**src/rtl/echo_gate_demod_pkg.sv**
```systemverilog
// Shared types and carrier constants for the echo range-gate demodulator.
package echo_gate_pkg;

    typedef enum logic [1:0] {
        S_IDLE  = 2'd0,
        S_DELAY = 2'd1,
        S_ACQ   = 2'd2,
        S_DONE  = 2'd3
    } state_t;

    localparam logic [5:0] P_F8 = 6'd8;
    localparam logic [5:0] P_F4 = 6'd16;
    localparam logic [5:0] P_F2 = 6'd32;
    localparam logic [2:0] K_F8 = 3'd2;
    localparam logic [2:0] K_F4 = 3'd3;
    localparam logic [2:0] K_F2 = 3'd4;

    typedef struct packed {
        logic       valid;
        logic [2:0] k;
    } sel_t;

    function automatic sel_t sel_to_k(input logic f8, input logic f4, input logic f2);
        sel_t s;
        s.valid = 1'b1;
        case ({f8, f4, f2})
            3'b100:  s.k = K_F8;
            3'b010:  s.k = K_F4;
            3'b001:  s.k = K_F2;
            default: begin
                s.valid = 1'b0;
                s.k     = K_F8;
            end
        endcase
        return s;
    endfunction

    function automatic logic [5:0] k_to_period(input logic [2:0] k);
        logic [5:0] p;
        case (k)
            K_F8:    p = P_F8;
            K_F4:    p = P_F4;
            K_F2:    p = P_F2;
            default: p = P_F8;
        endcase
        return p;
    endfunction

endpackage

```
**src/rtl/echo_gate_demod_carrier_ref.sv**
```systemverilog
// Square-wave I/Q reference signs derived from the latency-compensated burst phase.
module carrier_ref (
    input  logic [4:0] i_ph_d,
    input  logic [2:0] i_k,
    output logic       o_si_neg,
    output logic       o_sq_neg
);

    // I follows the carrier half-cycle bit; Q leads by a quarter period
    always_comb begin
        o_si_neg = i_ph_d[i_k];
        o_sq_neg = i_ph_d[i_k] ^ i_ph_d[i_k - 3'd1];
    end

endmodule

```
**src/rtl/echo_gate_demod.sv**
```systemverilog
// Range-gated quadrature demodulator: delay after START, integrate ADC echo, emit one I/Q pair.
module echo_gate_demod
    import echo_gate_pkg::*;
#(
    parameter int ADC_W   = 10,
    parameter int ACC_W   = 24,
    parameter int DLY_W   = 12,
    parameter int LEN_W   = 8,
    parameter int ADC_LAT = 3
) (
    input  logic             CLK64,
    input  logic             RES_n,
    input  logic             F8,
    input  logic             F4,
    input  logic             F2,
    input  logic             START,
    input  logic [DLY_W-1:0] GATE_DLY,
    input  logic [LEN_W-1:0] GATE_LEN,
    input  logic [ADC_W-1:0] ADC_D,
    output logic             ADC_EN,
    output logic             SMPL_EN,
    output logic             BUSY,
    output logic             ERR,
    output logic             IQ_VALID,
    output logic [ACC_W-1:0] I_OUT,
    output logic [ACC_W-1:0] Q_OUT
);

    // Wide enough for the longest burst (max delay + latency + 255 periods of 32)
    localparam int T_W = ((DLY_W > LEN_W + 5) ? DLY_W : LEN_W + 5) + 1;
    localparam logic [T_W-1:0] T_ONE = {{(T_W-1){1'b0}}, 1'b1};
    localparam logic [T_W-1:0] T_LAT = T_W'(ADC_LAT);

    state_t           r_state;
    state_t           w_state_nxt;
    logic [T_W-1:0]   r_t;
    logic [T_W-1:0]   r_open;
    logic [T_W-1:0]   r_close;
    logic [2:0]       r_k;
    logic [ACC_W-1:0] r_acc_i;
    logic [ACC_W-1:0] r_acc_q;
    logic             r_adc_en;
    logic             r_smpl_en;
    logic             r_busy;
    logic             r_err;
    logic             r_iq_valid;
    logic [ACC_W-1:0] r_i_out;
    logic [ACC_W-1:0] r_q_out;

    sel_t             w_sel;
    logic             w_cfg_ok;
    logic             w_accept;
    logic             w_reject;
    logic [T_W-1:0]   w_open_in;
    logic [T_W-1:0]   w_n_in;
    logic [T_W-1:0]   w_t_inc;
    logic             w_last;
    logic             w_in_win_nxt;
    logic [4:0]       w_ph_d;
    logic             w_si_neg;
    logic             w_sq_neg;
    logic [ACC_W-1:0] w_ext;
    logic [ACC_W-1:0] w_sum_i;
    logic [ACC_W-1:0] w_sum_q;

    assign w_sel     = sel_to_k(F8, F4, F2);
    assign w_cfg_ok  = w_sel.valid && (GATE_LEN != {LEN_W{1'b0}});
    assign w_accept  = START && (r_state == S_IDLE) && w_cfg_ok;
    assign w_reject  = START && (r_state == S_IDLE) && !w_cfg_ok;
    assign w_open_in = T_W'(GATE_DLY) + T_LAT;
    assign w_n_in    = T_W'(GATE_LEN) * T_W'(k_to_period(w_sel.k));
    assign w_t_inc   = r_t + T_ONE;
    assign w_last    = (r_state == S_ACQ) && (w_t_inc == r_close);
    // The sample request window runs ADC_LAT cycles ahead of the accumulation window
    assign w_in_win_nxt = (w_t_inc >= (r_open - T_LAT)) && (w_t_inc < (r_close - T_LAT));

    // r_t low bits are the burst phase; subtracting the latency gives the sample's phase
    assign w_ph_d = r_t[4:0] - 5'(ADC_LAT);

    carrier_ref u_carrier_ref (
        .i_ph_d   (w_ph_d),
        .i_k      (r_k),
        .o_si_neg (w_si_neg),
        .o_sq_neg (w_sq_neg)
    );

    assign w_ext   = {{(ACC_W-ADC_W){ADC_D[ADC_W-1]}}, ADC_D};
    assign w_sum_i = w_si_neg ? (r_acc_i - w_ext) : (r_acc_i + w_ext);
    assign w_sum_q = w_sq_neg ? (r_acc_q - w_ext) : (r_acc_q + w_ext);

    // State register
    always_ff @(posedge CLK64 or negedge RES_n) begin
        if (!RES_n) begin
            r_state <= S_IDLE;
        end else begin
            r_state <= w_state_nxt;
        end
    end

    // Next-state logic
    always_comb begin
        w_state_nxt = r_state;
        case (r_state)
            S_IDLE: begin
                if (w_accept) w_state_nxt = S_DELAY;
                else          w_state_nxt = S_IDLE;
            end
            S_DELAY: begin
                if (w_t_inc == r_open) w_state_nxt = S_ACQ;
                else                   w_state_nxt = S_DELAY;
            end
            S_ACQ: begin
                if (w_last) w_state_nxt = S_DONE;
                else        w_state_nxt = S_ACQ;
            end
            S_DONE:  w_state_nxt = S_IDLE;
            default: w_state_nxt = S_IDLE;
        endcase
    end

    // Burst timer, latched configuration and I/Q accumulators
    always_ff @(posedge CLK64 or negedge RES_n) begin
        if (!RES_n) begin
            r_t     <= {T_W{1'b0}};
            r_open  <= {T_W{1'b0}};
            r_close <= {T_W{1'b0}};
            r_k     <= K_F8;
            r_acc_i <= {ACC_W{1'b0}};
            r_acc_q <= {ACC_W{1'b0}};
        end else if (w_accept) begin
            r_t     <= T_ONE;
            r_open  <= w_open_in;
            r_close <= w_open_in + w_n_in;
            r_k     <= w_sel.k;
            r_acc_i <= {ACC_W{1'b0}};
            r_acc_q <= {ACC_W{1'b0}};
        end else if (r_state != S_IDLE) begin
            r_t <= w_t_inc;
            if (r_state == S_ACQ) begin
                r_acc_i <= w_sum_i;
                r_acc_q <= w_sum_q;
            end
        end
    end

    // Registered status and result outputs
    always_ff @(posedge CLK64 or negedge RES_n) begin
        if (!RES_n) begin
            r_adc_en   <= 1'b0;
            r_smpl_en  <= 1'b0;
            r_busy     <= 1'b0;
            r_err      <= 1'b0;
            r_iq_valid <= 1'b0;
            r_i_out    <= {ACC_W{1'b0}};
            r_q_out    <= {ACC_W{1'b0}};
        end else begin
            r_adc_en   <= (w_state_nxt != S_IDLE);
            r_busy     <= (w_state_nxt != S_IDLE);
            r_iq_valid <= w_last;
            if (w_accept) begin
                r_smpl_en <= (GATE_DLY == {DLY_W{1'b0}});
            end else begin
                r_smpl_en <= ((r_state == S_DELAY) || (r_state == S_ACQ)) && w_in_win_nxt;
            end
            if (w_accept)      r_err <= 1'b0;
            else if (w_reject) r_err <= 1'b1;
            if (w_last) begin
                r_i_out <= w_sum_i;
                r_q_out <= w_sum_q;
            end
        end
    end

    assign ADC_EN   = r_adc_en;
    assign SMPL_EN  = r_smpl_en;
    assign BUSY     = r_busy;
    assign ERR      = r_err;
    assign IQ_VALID = r_iq_valid;
    assign I_OUT    = r_i_out;
    assign Q_OUT    = r_q_out;

endmodule

```
**config.mk**
```make
export PLATFORM = sky130hd
export DESIGN_NAME = echo_gate_demod
export DESIGN_NICKNAME = d
export VERILOG_FILES = /design/src/rtl/echo_gate_demod_pkg.sv /design/src/rtl/echo_gate_demod_carrier_ref.sv /design/src/rtl/echo_gate_demod.sv
export SDC_FILE = /design/constraint.sdc
export NUM_CORES = 1
export LEC_CHECK = 0
export CELL_PAD_IN_SITES_DETAIL_PLACEMENT = 2
export CELL_PAD_IN_SITES_GLOBAL_PLACEMENT = 2
export CORE_ASPECT_RATIO = 0.6
export CORE_MARGIN = 2
export CORE_UTILIZATION = 33
export CTS_CLUSTER_DIAMETER = 50
export CTS_CLUSTER_SIZE = 28
export DETAILED_ROUTE_END_ITERATION = 12
export PLACE_DENSITY = 0.85
export SYNTH_ARGS = -nofsm -noshare
export SYNTH_HDL_FRONTEND = slang
export SYNTH_HIERARCHICAL = 1
export SYNTH_SLANG_ARGS = --single-unit
```
**constraint.sdc**
```tcl
create_clock -name CLK64 -period 4.85 [get_ports CLK64]
set_input_delay 0.7275 -clock CLK64 [delete_from_list [all_inputs] [get_ports CLK64]]
set_output_delay 0.7275 -clock CLK64 [all_outputs]
set_load 0.01 [all_outputs]
```
==> reports/metrics.cfg <==
[detailed_routing]
vias=11900
vias_per_cell=6.07
firstDrtPassIters=5
wl_per_cell_um=31.5
first_iter_violations=1190
postRouteAntennaNets=0
finalWirelength_mm=62.0
drc=0

[final_layout]
num-fill-cells=3506
instances_no_fill=1967
finalNetCount=1663
drive_gt1_share_pct=24.5
syn2layout_area_growth_pct=38.7
seqCellArea_um2=3580
antennaDiodeCount=0
fin_area_um2=15400
utilization_pct=46.1
multi_input_area_um2=8090

[sta]
period_share_pct=111
fmax_ghz=0.186
finalSetupViolCount=60
post-route-min-period_ns=5.37
slew_viol_final=0
finalClockSkew_ns=0.0237
hold_violations=0
fin_ws_ns=-0.521
tightest_slew_ns=1.24
fin_hold_ws_ns=0.257
grt_setup_unrepaired=true
slew_headroom_pct=16.9

[yosys]
syn_avg_cell_area_um2=8.69
synthesis.area_um2=11100
synthesis.nets=1443
synth_flop_cell=dfrtp_1
syn_inst=1280
netlist.area_leader.share_pct=31.9
synth_seq_area_share_pct=32.2
async_flop_share_pct=100
synth_edf_count=0
synth.ff_latch_count=143
synth_area_leader_cell=dfrtp_1
synth_cell_types=68
synthTopCellsByArea=dfrtp_1 (32%), ha_1 (12%), o21ai_0 (6.3%), xnor2_1 (5.7%), nand2_1 (5.1%)
synth_warnings=6

[placement]
port_buffers=88
gp_congestion=0.874
dpl-instance-area_um2=13400
post-place-cells=1909
dp_hpwl_mm=34.3

[die]
core_area_um2=33400
die_y_um=146
start_util_pct=33.3
die_w_um=241
pin_count=89
row_count=52
dieArea_um2=35200

[clock_tree]
cts_tree=built
cts_max_level=4
numCtsBuffers=17
insertion_delay_ns=0.48
clock_sinks=143
cts_buffer_depth=2
path_clk_slew_ns=0.08
cts_root_buf=clkbuf_16

[pwr]
p_comb_share_pct=71.2
p_seq_share_pct=15.5
p_clk_share_pct=13.3
vdd_drop_max_mv=0.334
cellPowerDensity_nw_per_um2=753
switchingPower_mw=5.84
power_leakage_nw=7.09
swShare_pct=50.3
intPower_mw=5.78

[global_route]
grt_pass1_wl_mm=78.6
antenna_found_initial=0
grt_overflow=0
grt_max_degree=63
grt_usage_pct=29.8
grt_pass1_vias=12600

[worst_setup_path]
cp_max_fo=5
crit_family=simple AND/OR/NAND/NOR gates
path_class=flip-flop to flip-flop
cp_data_required_time_ns=5.20
end_kind=flip-flop
cp_slowest_stage_delay_ns=0.49
r2r-start=r_t[0]
cp.buffers_inverters=6
cp-start-kind=flip-flop
crit_chain=buf_4 > a21oi_4 > xor2_2 > buf_4 > mux2i_4 > nor3_2 > o21ai_0 > nand4_1 > buf_6 > nor3_1 > nor2_1 > ha_1 > nand3_1 > buf_4 > nor2_1 > a211oi_4 > buf_6 > o31ai_4 > buf_6 > nand3_2 > nand2_2 > xor2_2 > mux2_4
critical_path.slowest_cell=dfrtp_2
cp.arrival_ns=5.72
crit_start=r_t[0]

[status]
status=finished with violations
violations=negative setup slack

[worst_hold_path]
hp-class=primary input to async pin

[job]
drv_cap=0

## logic make-up after synthesis
family | Yosys count | share of synthesized area [%]
AND/OR/NAND/NOR | 400 | 17.4
buffers and inverters | 138 | 4.93
adder cells (fa/ha/maj) | 127 | 15.4
multiplexers | 33 | 3.50
flip-flops | 143 | 32.2
AO/OA/AOI/OAI | 307 | 16.1
XOR/XNOR | 132 | 10.5
## repair_timing
action / CTS / global route
pin swaps: 20 / 49
setup endpoints to repair: 42 / 52
gates resized for setup: 68 / 169
hold buffers: 0 / 0
buffers inserted: 11 / 24
## synth_stat cells, types with 16 or more instances
| master | instances |
|---|---|
| xnor2_1 | 73 |
| xor2_1 | 58 |
| nor3_1 | 27 |
| o21ai_0 | 140 |
| clkbuf_1 | 47 |
| nor2_1 | 62 |
| ha_1 | 111 |
| nand2_1 | 150 |
| and2_1 | 19 |
| mux2i_1 | 19 |
| fa_1 | 16 |
| nand3_1 | 58 |
| dfrtp_1 | 142 |
| a21oi_1 | 73 |
| inv_1 | 79 |
| a21o_1 | 23 |
## power by group through the flow
stage | logic (mW) | registers, mW | clock network (mW)
after floorplan | 3.41 | 1.53 | 0
after global placement | 5.22 | 1.71 | 0
after detailed placement | 5.73 | 1.74 | 0
after CTS | 6.31 | 1.74 | 1.52
after global routing | 8.53 | 1.81 | 1.60
final | 8.27 | 1.80 | 1.55
## stage by stage
stage                     setup TNS, ns  total power [mW]  worst slack [ns]
after floorplan                       0              4.94            0.0592
after global placement            -2.72              6.94            -0.545
after detailed placement          -9.86              7.47            -0.845
after CTS                      -0.00856              9.57          -0.00856
after global routing              -9.81              11.9            -0.418
final                            -11.99              11.6            -0.521
## sequential cells by signal (all words and copies together) (netlist names), 3 cells and up
register  cells
r_k           3
r_acc_q      24
r_open       10
r_t          14
r_acc_i      24
r_close      14
I_OUT        24
Q_OUT        24
## path summary, 6_finish.rpt
| kind | end | slack, ns | cells after the start |
|---|---|---|---|
| setup / recovery | Q_OUT[21] | -0.52 | 23 |
| hold / removal | I_OUT[8] | 0.26 | 1 |
| setup reg to reg | Q_OUT[21] | -0.52 | 23 |
| hold reg to reg | I_OUT[4] | 0.48 | 2 |
| max in group asynchronous | I_OUT[7] | 3.42 | 2 |
| min in group CLK64 | I_OUT[4] | 0.48 | 2 |
## layout make-up
cell class,count,area share [%]
inverters,80,1.95
clock buffers,21,3.05
multi-input cells,999,52.4
clock inverters,6,1.03
well taps,459,3.72
flip-flops and latches,143,23.2
repair buffers,259,14.6
## cell usage in the layout, fill, tap and decap left out, types with 18 or more instances in the layout
cell               n
xor2_1            50
o21ai_1           19
clkdlybuf4s50_1   86
nand2_1          149
a21oi_2           18
buf_4            150
xnor2_1           57
a21oi_1           52
ha_1              89
nor3_1            24
ha_4              20
a21o_1            23
and2_1            18
nand3_1           57
nor2_1            49
inv_1             74
buf_6             21
dfrtp_1          140
o21ai_0          112
## routing by layer
| layer | track usage (%) | vias up | wire (um) |
|---|---|---|---|
| met3 | 6.52 | 280 | 4670 |
| met1 | 39.6 | 6094 | 25000 |
| met4 | 12.5 | 0 | 3740 |
| met5 | 0 | - | 0 |
| met2 | 47.0 | 693 | 28600 |
| li1 | - | 4868 | - |
Power figures use the tool's default switching activity.
